`config.mk`:
```
export PLATFORM = sky130hd
export DESIGN_NAME = spi_listener_flat
export DESIGN_NICKNAME = d
export VERILOG_FILES = /design/src/rtl/spi_listener_pkg.sv /design/src/rtl/spi_listener_if.sv /design/src/rtl/spi_sync_edge.sv /design/src/rtl/spi_listener.sv /design/src/flat_wrapper.sv
export SDC_FILE = /design/constraint.sdc
export NUM_CORES = 1
export LEC_CHECK = 0
export ABC_AREA = 0
export CORE_UTILIZATION = 49
export DETAILED_ROUTE_END_ITERATION = 10
export PLACE_DENSITY = 0.8
export SLEW_MARGIN = 20
export SYNTH_ARGS = -nofsm -noshare
export SYNTH_HDL_FRONTEND = slang
export SYNTH_SLANG_ARGS = --single-unit
```
`constraint.sdc`:
```
create_clock -name clk -period 1.85 [get_ports clk]
set_input_delay 0.185 -clock clk [delete_from_list [all_inputs] [get_ports clk]]
set_output_delay 0.185 -clock clk [all_outputs]
set_load 0.01 [all_outputs]
```
`src/rtl/spi_listener_pkg.sv`:
```
// spi_listener_pkg
//   Shared definitions for the SPI command listener and the process
//   controller that consumes its words: default frame length, FSM state
//   encoding, bit-counter width and the command opcodes carried in
//   fpga_spi_data[23:16].
package spi_listener_pkg;

  localparam int DATA_BITS_DEF = 24;

  // Wide enough for DATA_BITS+1 at the largest legal frame length (33).
  localparam int CNT_W = 6;

  typedef enum logic [1:0] {
    WAIT_IDLE = 2'd0,
    IDLE      = 2'd1,
    ACTIVE    = 2'd2
  } state_e;

  // Command opcodes, fpga_spi_data[23:16].
  localparam logic [7:0] OP_AMP_CTRL = 8'h00;
  // Payload bit of OP_AMP_CTRL that enables the amplifier.
  localparam int         AMP_EN_BIT  = 1;

  // Increment that sticks at lim, so overlong frames stay distinguishable
  // from exact-length ones without the counter wrapping.
  function automatic logic [CNT_W-1:0] sat_inc(input logic [CNT_W-1:0] v,
                                               input logic [CNT_W-1:0] lim);
    return (v >= lim) ? v : v + 1'b1;
  endfunction

endpackage

```
`src/rtl/spi_listener_if.sv`:
```
// spi_listener_if
//   The SPI pin bundle between the host MCU and the listener.
//   master : host side, drives sclk/cs_n/mosi, observes miso/miso_oe
//   slave  : listener side, observes sclk/cs_n/mosi, drives miso/miso_oe
interface spi_listener_if;

  logic spi_sclk;
  logic spi_cs_n;
  logic spi_mosi;
  logic spi_miso;
  logic spi_miso_oe;

  modport master (
    output spi_sclk,
    output spi_cs_n,
    output spi_mosi,
    input  spi_miso,
    input  spi_miso_oe
  );

  modport slave (
    input  spi_sclk,
    input  spi_cs_n,
    input  spi_mosi,
    output spi_miso,
    output spi_miso_oe
  );

endinterface

```
`src/rtl/spi_sync_edge.sv`:
```
// spi_sync_edge
//   N-stage synchroniser for one asynchronous pin, with single-cycle
//   rise/fall pulses derived from the synchronised level.
//   clk, rst_n : system clock, async active-low reset
//   async_i    : asynchronous input pin
//   level_o    : synchronised level (last flop of the chain)
//   rise_o     : one-cycle pulse on a 0->1 transition of level_o
//   fall_o     : one-cycle pulse on a 1->0 transition of level_o
module spi_sync_edge #(
  parameter int   STAGES    = 2,
  parameter logic RESET_VAL = 1'b0
) (
  input  logic clk,
  input  logic rst_n,
  input  logic async_i,
  output logic level_o,
  output logic rise_o,
  output logic fall_o
);

  logic [STAGES-1:0] sync_q;
  logic              dly_q;

  // The delay flop is preset to the same value as the chain so that
  // reset release itself never produces an edge pulse.
  always_ff @(posedge clk or negedge rst_n) begin
    if (!rst_n) begin
      sync_q <= {STAGES{RESET_VAL}};
      dly_q  <= RESET_VAL;
    end else begin
      sync_q <= {sync_q[STAGES-2:0], async_i};
      dly_q  <= sync_q[STAGES-1];
    end
  end

  assign level_o = sync_q[STAGES-1];
  assign rise_o  = sync_q[STAGES-1] & ~dly_q;
  assign fall_o  = ~sync_q[STAGES-1] & dly_q;

endmodule

```
`src/rtl/spi_listener.sv`:
```
// spi_listener
//   SPI mode-0 responder. Receives fixed-length MSB-first command words
//   from the host, presents each complete word on fpga_spi_data with a
//   one-cycle interrupt, and shifts tx_data back on MISO in the same frame.
//   All SPI pins are oversampled on clk (clk >= 4x sclk).
//
//   clk, rst_n             : system clock, async active-low reset
//   spi                    : SPI pins (slave modport)
//   tx_data                : readback word, captured when cs_n falls
//   fpga_spi_data          : last correctly framed word
//   spi_listener_interrupt : 1-cycle pulse, fpga_spi_data valid that cycle
//   frame_error            : 1-cycle pulse on a short or overlong frame
//   busy                   : high while a frame is in progress
//
//   state     | meaning
//   ----------+-------------------------------------------------------
//   WAIT_IDLE | after reset; wait for cs_n settled high, drop any frame
//   IDLE      | deselected, waiting for cs_n to fall
//   ACTIVE    | selected; shift mosi in on sclk rise, miso out on fall
module spi_listener
  import spi_listener_pkg::*;
#(
  parameter int DATA_BITS   = DATA_BITS_DEF,
  parameter int SYNC_STAGES = 2
) (
  input  logic                 clk,
  input  logic                 rst_n,
  spi_listener_if.slave        spi,
  input  logic [DATA_BITS-1:0] tx_data,
  output logic [DATA_BITS-1:0] fpga_spi_data,
  output logic                 spi_listener_interrupt,
  output logic                 frame_error,
  output logic                 busy
);

  localparam logic [CNT_W-1:0] CNT_FULL   = CNT_W'(DATA_BITS);
  localparam logic [CNT_W-1:0] CNT_SAT    = CNT_W'(DATA_BITS + 1);
  localparam logic [CNT_W-1:0] CNT_SETTLE = CNT_W'(SYNC_STAGES);

  logic sclk_rise, sclk_fall, sclk_lvl_unused;
  logic cs_lvl, cs_rise, cs_fall;
  logic mosi_lvl, mosi_rise_unused, mosi_fall_unused;

  spi_sync_edge #(.STAGES(SYNC_STAGES), .RESET_VAL(1'b0)) u_sync_sclk (
    .clk     (clk),
    .rst_n   (rst_n),
    .async_i (spi.spi_sclk),
    .level_o (sclk_lvl_unused),
    .rise_o  (sclk_rise),
    .fall_o  (sclk_fall)
  );

  spi_sync_edge #(.STAGES(SYNC_STAGES), .RESET_VAL(1'b1)) u_sync_cs (
    .clk     (clk),
    .rst_n   (rst_n),
    .async_i (spi.spi_cs_n),
    .level_o (cs_lvl),
    .rise_o  (cs_rise),
    .fall_o  (cs_fall)
  );

  // Same depth as sclk, so the mosi level seen on an sclk_rise is the
  // value that was on the pin at the sclk pin edge.
  spi_sync_edge #(.STAGES(SYNC_STAGES), .RESET_VAL(1'b0)) u_sync_mosi (
    .clk     (clk),
    .rst_n   (rst_n),
    .async_i (spi.spi_mosi),
    .level_o (mosi_lvl),
    .rise_o  (mosi_rise_unused),
    .fall_o  (mosi_fall_unused)
  );

  state_e               state_q, state_d;
  logic [CNT_W-1:0]     cnt_q, cnt_d;
  logic [DATA_BITS-1:0] rx_q, rx_d;
  logic [DATA_BITS-1:0] tx_q, tx_d;
  logic [DATA_BITS-1:0] data_q, data_d;
  logic                 miso_q, miso_d;
  logic                 oe_q, oe_d;
  logic                 irq_q, irq_d;
  logic                 err_q, err_d;

  always_ff @(posedge clk or negedge rst_n) begin
    if (!rst_n) begin
      state_q <= WAIT_IDLE;
      cnt_q   <= '0;
      rx_q    <= '0;
      tx_q    <= '0;
      data_q  <= '0;
      miso_q  <= 1'b0;
      oe_q    <= 1'b0;
      irq_q   <= 1'b0;
      err_q   <= 1'b0;
    end else begin
      state_q <= state_d;
      cnt_q   <= cnt_d;
      rx_q    <= rx_d;
      tx_q    <= tx_d;
      data_q  <= data_d;
      miso_q  <= miso_d;
      oe_q    <= oe_d;
      irq_q   <= irq_d;
      err_q   <= err_d;
    end
  end

  always_comb begin
    state_d = state_q;
    cnt_d   = cnt_q;
    rx_d    = rx_q;
    tx_d    = tx_q;
    data_d  = data_q;
    miso_d  = miso_q;
    oe_d    = oe_q;
    irq_d   = 1'b0;
    err_d   = 1'b0;

    unique case (state_q)
      // The synchroniser chain is preset to cs_n=1, so the first
      // SYNC_STAGES samples after reset say nothing about the pin. The
      // bit counter doubles as a settle counter here: cs_n must read high
      // for SYNC_STAGES+1 consecutive cycles, the last of which reflects
      // the real pin, before a frame can be recognised.
      WAIT_IDLE: begin
        if (!cs_lvl) begin
          cnt_d = '0;
        end else if (cnt_q >= CNT_SETTLE) begin
          state_d = IDLE;
          cnt_d   = '0;
        end else begin
          cnt_d = cnt_q + 1'b1;
        end
      end

      IDLE: begin
        if (cs_fall) begin
          tx_d    = tx_data;
          miso_d  = tx_data[DATA_BITS-1];
          oe_d    = 1'b1;
          cnt_d   = '0;
          rx_d    = '0;
          state_d = ACTIVE;
        end
      end

      ACTIVE: begin
        // cs_rise wins over any sclk edge in the same cycle.
        if (cs_rise) begin
          state_d = IDLE;
          oe_d    = 1'b0;
          miso_d  = 1'b0;
          if (cnt_q == CNT_FULL) begin
            data_d = rx_q;
            irq_d  = 1'b1;
          end else if (cnt_q != '0) begin
            err_d = 1'b1;
          end
        end else if (sclk_rise) begin
          rx_d  = {rx_q[DATA_BITS-2:0], mosi_lvl};
          cnt_d = sat_inc(cnt_q, CNT_SAT);
        end else if (sclk_fall) begin
          if (cnt_q < CNT_FULL) begin
            tx_d   = {tx_q[DATA_BITS-2:0], 1'b0};
            miso_d = tx_q[DATA_BITS-2];
          end else begin
            miso_d = 1'b0;
          end
        end
      end

      default: state_d = WAIT_IDLE;
    endcase
  end

  assign spi.spi_miso           = miso_q;
  assign spi.spi_miso_oe        = oe_q;
  assign busy                   = oe_q;
  assign fpga_spi_data          = data_q;
  assign spi_listener_interrupt = irq_q;
  assign frame_error            = err_q;

endmodule
```
`src/flat_wrapper.sv`:
```
// flat-port wrapper written by rule: the top's interface ports become plain ports
module spi_listener_flat import spi_listener_pkg::*;
#(
  parameter int DATA_BITS   = DATA_BITS_DEF,
  parameter int SYNC_STAGES = 2
)
  (clk, rst_n, tx_data, fpga_spi_data, spi_listener_interrupt, frame_error, busy, spi_spi_sclk, spi_spi_cs_n, spi_spi_mosi, spi_spi_miso, spi_spi_miso_oe);
  spi_listener_if spi_i ();
  input  logic clk;
  input  logic rst_n;
  input  logic [DATA_BITS-1:0] tx_data;
  output logic [DATA_BITS-1:0] fpga_spi_data;
  output logic spi_listener_interrupt;
  output logic frame_error;
  output logic busy;
  input wire logic [$bits(spi_i.spi_sclk)-1:0] spi_spi_sclk;
  input wire logic [$bits(spi_i.spi_cs_n)-1:0] spi_spi_cs_n;
  input wire logic [$bits(spi_i.spi_mosi)-1:0] spi_spi_mosi;
  output wire logic [$bits(spi_i.spi_miso)-1:0] spi_spi_miso;
  output wire logic [$bits(spi_i.spi_miso_oe)-1:0] spi_spi_miso_oe;
  assign spi_i.spi_sclk = spi_spi_sclk;
  assign spi_i.spi_cs_n = spi_spi_cs_n;
  assign spi_i.spi_mosi = spi_spi_mosi;
  assign spi_spi_miso = spi_i.spi_miso;
  assign spi_spi_miso_oe = spi_i.spi_miso_oe;
  spi_listener #(.DATA_BITS(DATA_BITS), .SYNC_STAGES(SYNC_STAGES)) u_core (.clk(clk), .rst_n(rst_n), .spi(spi_i), .tx_data(tx_data), .fpga_spi_data(fpga_spi_data), .spi_listener_interrupt(spi_listener_interrupt), .frame_error(frame_error), .busy(busy));
endmodule
```
==> qor.log <==
qor: outcome.outcome complete, but fails checks
qor: outcome.failing_checks negative setup slack
qor: synthesis.post_synth_arst_share 1.000
qor: power.power_frac_comb 0.363
qor: place.dpl-instance-area 4738 sq um
qor: sta.max_freq 536.6 MHz
qor: layout.n_fill_cell 581
qor: power.p_int 3.854 mW
qor: floorplan.fp-row-count 32
qor: detailed_routing.drt-vias-per-instance 5.280
qor: layout.antenna_cells 0
qor: worst_setup_path.cp_cell_sequence buf_4 -> ha_4 -> buf_6 -> a221oi_1 -> a2bb2oi_2 -> buf_4 -> a21oi_1 -> a21oi_1
qor: power.power.total 5.876 mW
qor: synthesis.ys_ff_latch 91
qor: clock_tree.cts_max_path_buffers 2
qor: synthesis.syn_area_per_cell 11.10 sq um
qor: worst_setup_path.setup.worst_path.end_class register
qor: clock_tree.clkLatencyLatePin 0.36 ns
qor: worst_setup_path.rr_endpoint u_core.state_q[0]$_DFFE_PN0P_
qor: worst_setup_path.arrival 2.11 ns
qor: sta.slew-limit-headroom 0.7005
qor: detailed_routing.detailedRoute.firstIterationViolations 145
qor: grt.antenna_violations_before_repair 0
qor: sta.crit_share_post_route 1.007
qor: worst_setup_path.timing.rr.start u_core.state_q[1]$_DFFE_PN0P_
qor: sta.setup_total_negative_slack -0.01348 ns
qor: worst_setup_path.crit_family compound AO/OA/AOI/OAI gates
qor: power.peakVddDrop 0.0006662 V
qor: grt.grt_pass1_vias 2745
qor: worst_setup_path.slowest_delay 0.41 ns
qor: place.gp_congestion 0.8216
qor: power.switchingPower 2.022 mW
qor: layout.syn_to_final_growth 27.45%
qor: detailed_routing.overall_routed_net_length 7604 um
qor: flow_run.maxCapViolCount 0
qor: place.numPortBuffers 57
qor: worst_setup_path.worstSetupPathDepth 8
qor: clock_tree.clock_sink_count 91
qor: layout.drive_gt1_frac 0.1625
qor: sta.fin_skew 0.01267 ns
qor: layout.multi_input_area 1638 sq um
qor: clock_tree.clk_pin_slew 0.10 ns
qor: detailed_routing.route.vias.total 2846
qor: clock_tree.htree_num_levels 3
qor: layout.sequential_cell_area 2281 sq um
qor: floorplan.design.die.area 8524 sq um
qor: floorplan.io_pins 58
qor: worst_setup_path.cp.required 2.09 ns
qor: synthesis.post-synth-top-count-cell sky130_fd_sc_hd__dfrtp_1
qor: hold_path.timing.hold.worst.class primary input to asynchronous set/reset pin
qor: floorplan.die_height 92.33 um
qor: detailed_routing.drc 0
qor: synthesis.number_of_enable_type_register_cells_in_the_synthesized_netlist 0
qor: clock_tree.tritoncts_clock_tree yes
qor: detailed_routing.antenna_violating_nets_post_route 0
qor: worst_setup_path.r2r_setup_slack -0.01 ns
qor: grt.globalRoute.totalOverflow 0
qor: synthesis.synth.cell_area 3998 sq um
qor: detailed_routing.wire_per_inst 14.11 um
qor: sta.finalMaxSlewViolations 0
qor: worst_setup_path.worst_path_max_delay_cell sky130_fd_sc_hd__dfrtp_1
qor: sta.layout_min_cycle_time 1.863 ns
qor: layout.final_area 5095 sq um
qor: power.power_per_cell_area 1153 nW/um^2
qor: sta.final-setup-viol-count 1
qor: layout.final_cell_count_no_fill 539
qor: power.fraction_of_power_spent_switching_nets 0.3441
qor: place.placed_instance_count 514
qor: sta.setup_slack -0.01348 ns
qor: power.seqPwrFrac 0.418
qor: synthesis.synth_largest_type_area_fraction 0.5509
qor: sta.final-hold-violation-count 0
qor: sta.max_slew.worst_pin.slew 0.4493 ns
qor: synthesis.dominantRegCellSynth sky130_fd_sc_hd__dfrtp_1
qor: synthesis.synth.yosys.seq_area_share 0.5706
qor: floorplan.initial_utilization 0.5120
qor: worst_setup_path.crit_buf_inv 3
qor: synthesis.synthTopCellsByCount 88 x sky130_fd_sc_hd__dfrtp_1, 55 x sky130_fd_sc_hd__nand2_1, 34 x sky130_fd_sc_hd__o21ai_0
qor: worst_setup_path.r2r_cells 8
qor: grt.grt_start_max_net_pins 55
qor: detailed_routing.detail_route.first_pass.iterations 4
qor: worst_setup_path.timing.setup.critical_path_class register to register
qor: synthesis.synth-warning-count 0
qor: synthesis.synth_area_leader_cell sky130_fd_sc_hd__dfrtp_1
qor: floorplan.core-area 7807 sq um
qor: floorplan.die_width 92.33 um
qor: power.p_clk_frac 0.219
qor: clock_tree.numCtsBuffers 9
qor: grt.grt_first_pass_wirelength 12560 um
qor: clock_tree.ctsRootBufferMaster sky130_fd_sc_hd__clkbuf_8
qor: synthesis.post_synth_inst_count 360
qor: worst_setup_path.startpoint_type register
qor: worst_setup_path.worst-path-max-fanout 10
qor: grt.grt_usage 0.1889
qor: layout.fin_nets 471
qor: synthesis.top_cells_by_area_in_the_synthesized_netlist sky130_fd_sc_hd__dfrtp_1 55%, sky130_fd_sc_hd__mux2i_1 5.5%, sky130_fd_sc_hd__mux2_1 5.4%
qor: place.post-dp-hpwl 4950 um
qor: power.power_leakage 2.190 nW
qor: synthesis.postSynthNetCount 399
qor: synthesis.distinct_cell_type_count_after_synthesis 41
[through the flow]
step | hold WS (ns) | setup slack [ns] | utilization
5_1_grt | 0.2161 | -0.1438 | 0.6526
2_1_floorplan | -0.1106 | 0.09609 | -
3_3_place_gp | 0.05380 | 0.07224 | 0.6069
3_5_place_dp | 0.05460 | -0.08300 | 0.6069
6_report | 0.2075 | -0.01348 | 0.6526
4_1_cts | 0.1986 | 0.003597 | 0.6380
[routing by layer]
metal / GRT usage / vias to the layer above / wire length, um
met5: 0 / - / 0
met4: 0.08073 / 0 / 118
met3: 0.05172 / 7 / 294
met2: 0.2957 / 53 / 3839
met1: 0.2475 / 1417 / 3353
li1: - / 1369 / -
[final cells by class]
class | count | area share
clock buffer | 10 | 0.02701
clock inverter | 6 | 0.01081
inverter | 9 | 0.006631
multi-input combinational | 240 | 0.3215
sequential | 91 | 0.4477
tap | 102 | 0.02505
timing repair buffer | 81 | 0.1613
[worst max path at each step]
stage / startpoint / endpoint
final: u_core.state_q[1]$_DFFE_PN0P_ / u_core.state_q[0]$_DFFE_PN0P_
after floorplan: u_core.state_q[0]$_DFFE_PN0P_ / u_core.state_q[1]$_DFFE_PN0P_
after global placement: u_core.state_q[0]$_DFFE_PN0P_ / u_core.tx_q[14]$_DFFE_PN0P_
after detailed placement: u_core.state_q[0]$_DFFE_PN0P_ / u_core.cnt_q[3]$_DFFE_PN0P_
after CTS: u_core.state_q[1]$_DFFE_PN0P_ / u_core.tx_q[5]$_DFFE_PN0P_
after global routing: u_core.state_q[1]$_DFFE_PN0P_ / u_core.state_q[0]$_DFFE_PN0P_
[worst register-to-register path, cell delays in order (launching register included)]
cell and delay [ns]:
sky130_fd_sc_hd__dfrtp_1 0.41, sky130_fd_sc_hd__buf_4 0.16, sky130_fd_sc_hd__ha_4 0.18, sky130_fd_sc_hd__buf_6 0.14
sky130_fd_sc_hd__a221oi_1 0.40, sky130_fd_sc_hd__a2bb2oi_2 0.14, sky130_fd_sc_hd__buf_4 0.15, sky130_fd_sc_hd__a21oi_1 0.11
sky130_fd_sc_hd__a21oi_1 0.06
[sequential cells by signal, indices dropped and copies added (netlist names)]
| name | flops |
|---|---|
| u_core.fpga_spi_data | 24 |
| u_core.rx_q | 24 |
| u_core.tx_q | 23 |
| u_core.cnt_q | 6 |
| u_core.state_q | 2 |
| u_core.u_sync_cs.sync_q | 2 |
| u_core.u_sync_mosi.sync_q | 2 |
| u_core.u_sync_sclk.sync_q | 2 |
| u_core.busy | 1 |
| u_core.frame_error | 1 |
| u_core.spi.spi_miso | 1 |
| u_core.spi_listener_interrupt | 1 |
| u_core.u_sync_cs.dly_q | 1 |
| u_core.u_sync_sclk.dly_q | 1 |
[cells by family (layout without fill, tap and decap cells)]
| logic type | Yosys count | after routing | share of synthesized area |
|---|---|---|---|
| adder cells (fa/ha/maj) | 10 | 10 | 0.03130 |
| AO/OA/AOI/OAI | 73 | 73 | 0.1039 |
| multiplexers | 49 | 49 | 0.1311 |
| AND/OR/NAND/NOR | 108 | 108 | 0.1246 |
| flip-flops | 91 | 91 | 0.5706 |
| buffers and inverters | 29 | 106 | 0.03850 |
[timing repair]
item / CTS / global route
hold endpoints to repair: 67 / 0
setup buffers: 3 / 4
gates resized for setup: 3 / 16
pin swaps: 1 / 4
gates cloned: 0 / 1
hold buffers: 1 / 0
endpoints found under the setup margin: 27 / 79
[placed cells by master (no fill, tap or decap), drive strengths merged, types with 2 or more instances in the layout]
cell	instances
nand3	2
dfrtp	88
o21ai	36
mux2i	22
nand2	55
clkdlybuf4s50	56
ha	10
buf	23
or2	3
mux2	27
clkbuf	11
dfstp	3
nor2b	5
a21oi	29
nand2b	7
nor4	2
clkinvlp	2
or3	2
inv	12
nor2	25
[power by group through the flow]
stage,logic (mW),registers (mW),clock network [mW]
floorplan,1.28,2.47,0
global placement,1.74,2.48,0
finish,2.13,2.46,1.29
global route,2.37,2.49,1.41
detailed placement,1.80,2.50,0
CTS,1.89,2.45,1.33
Power figures use the tool's default switching activity.
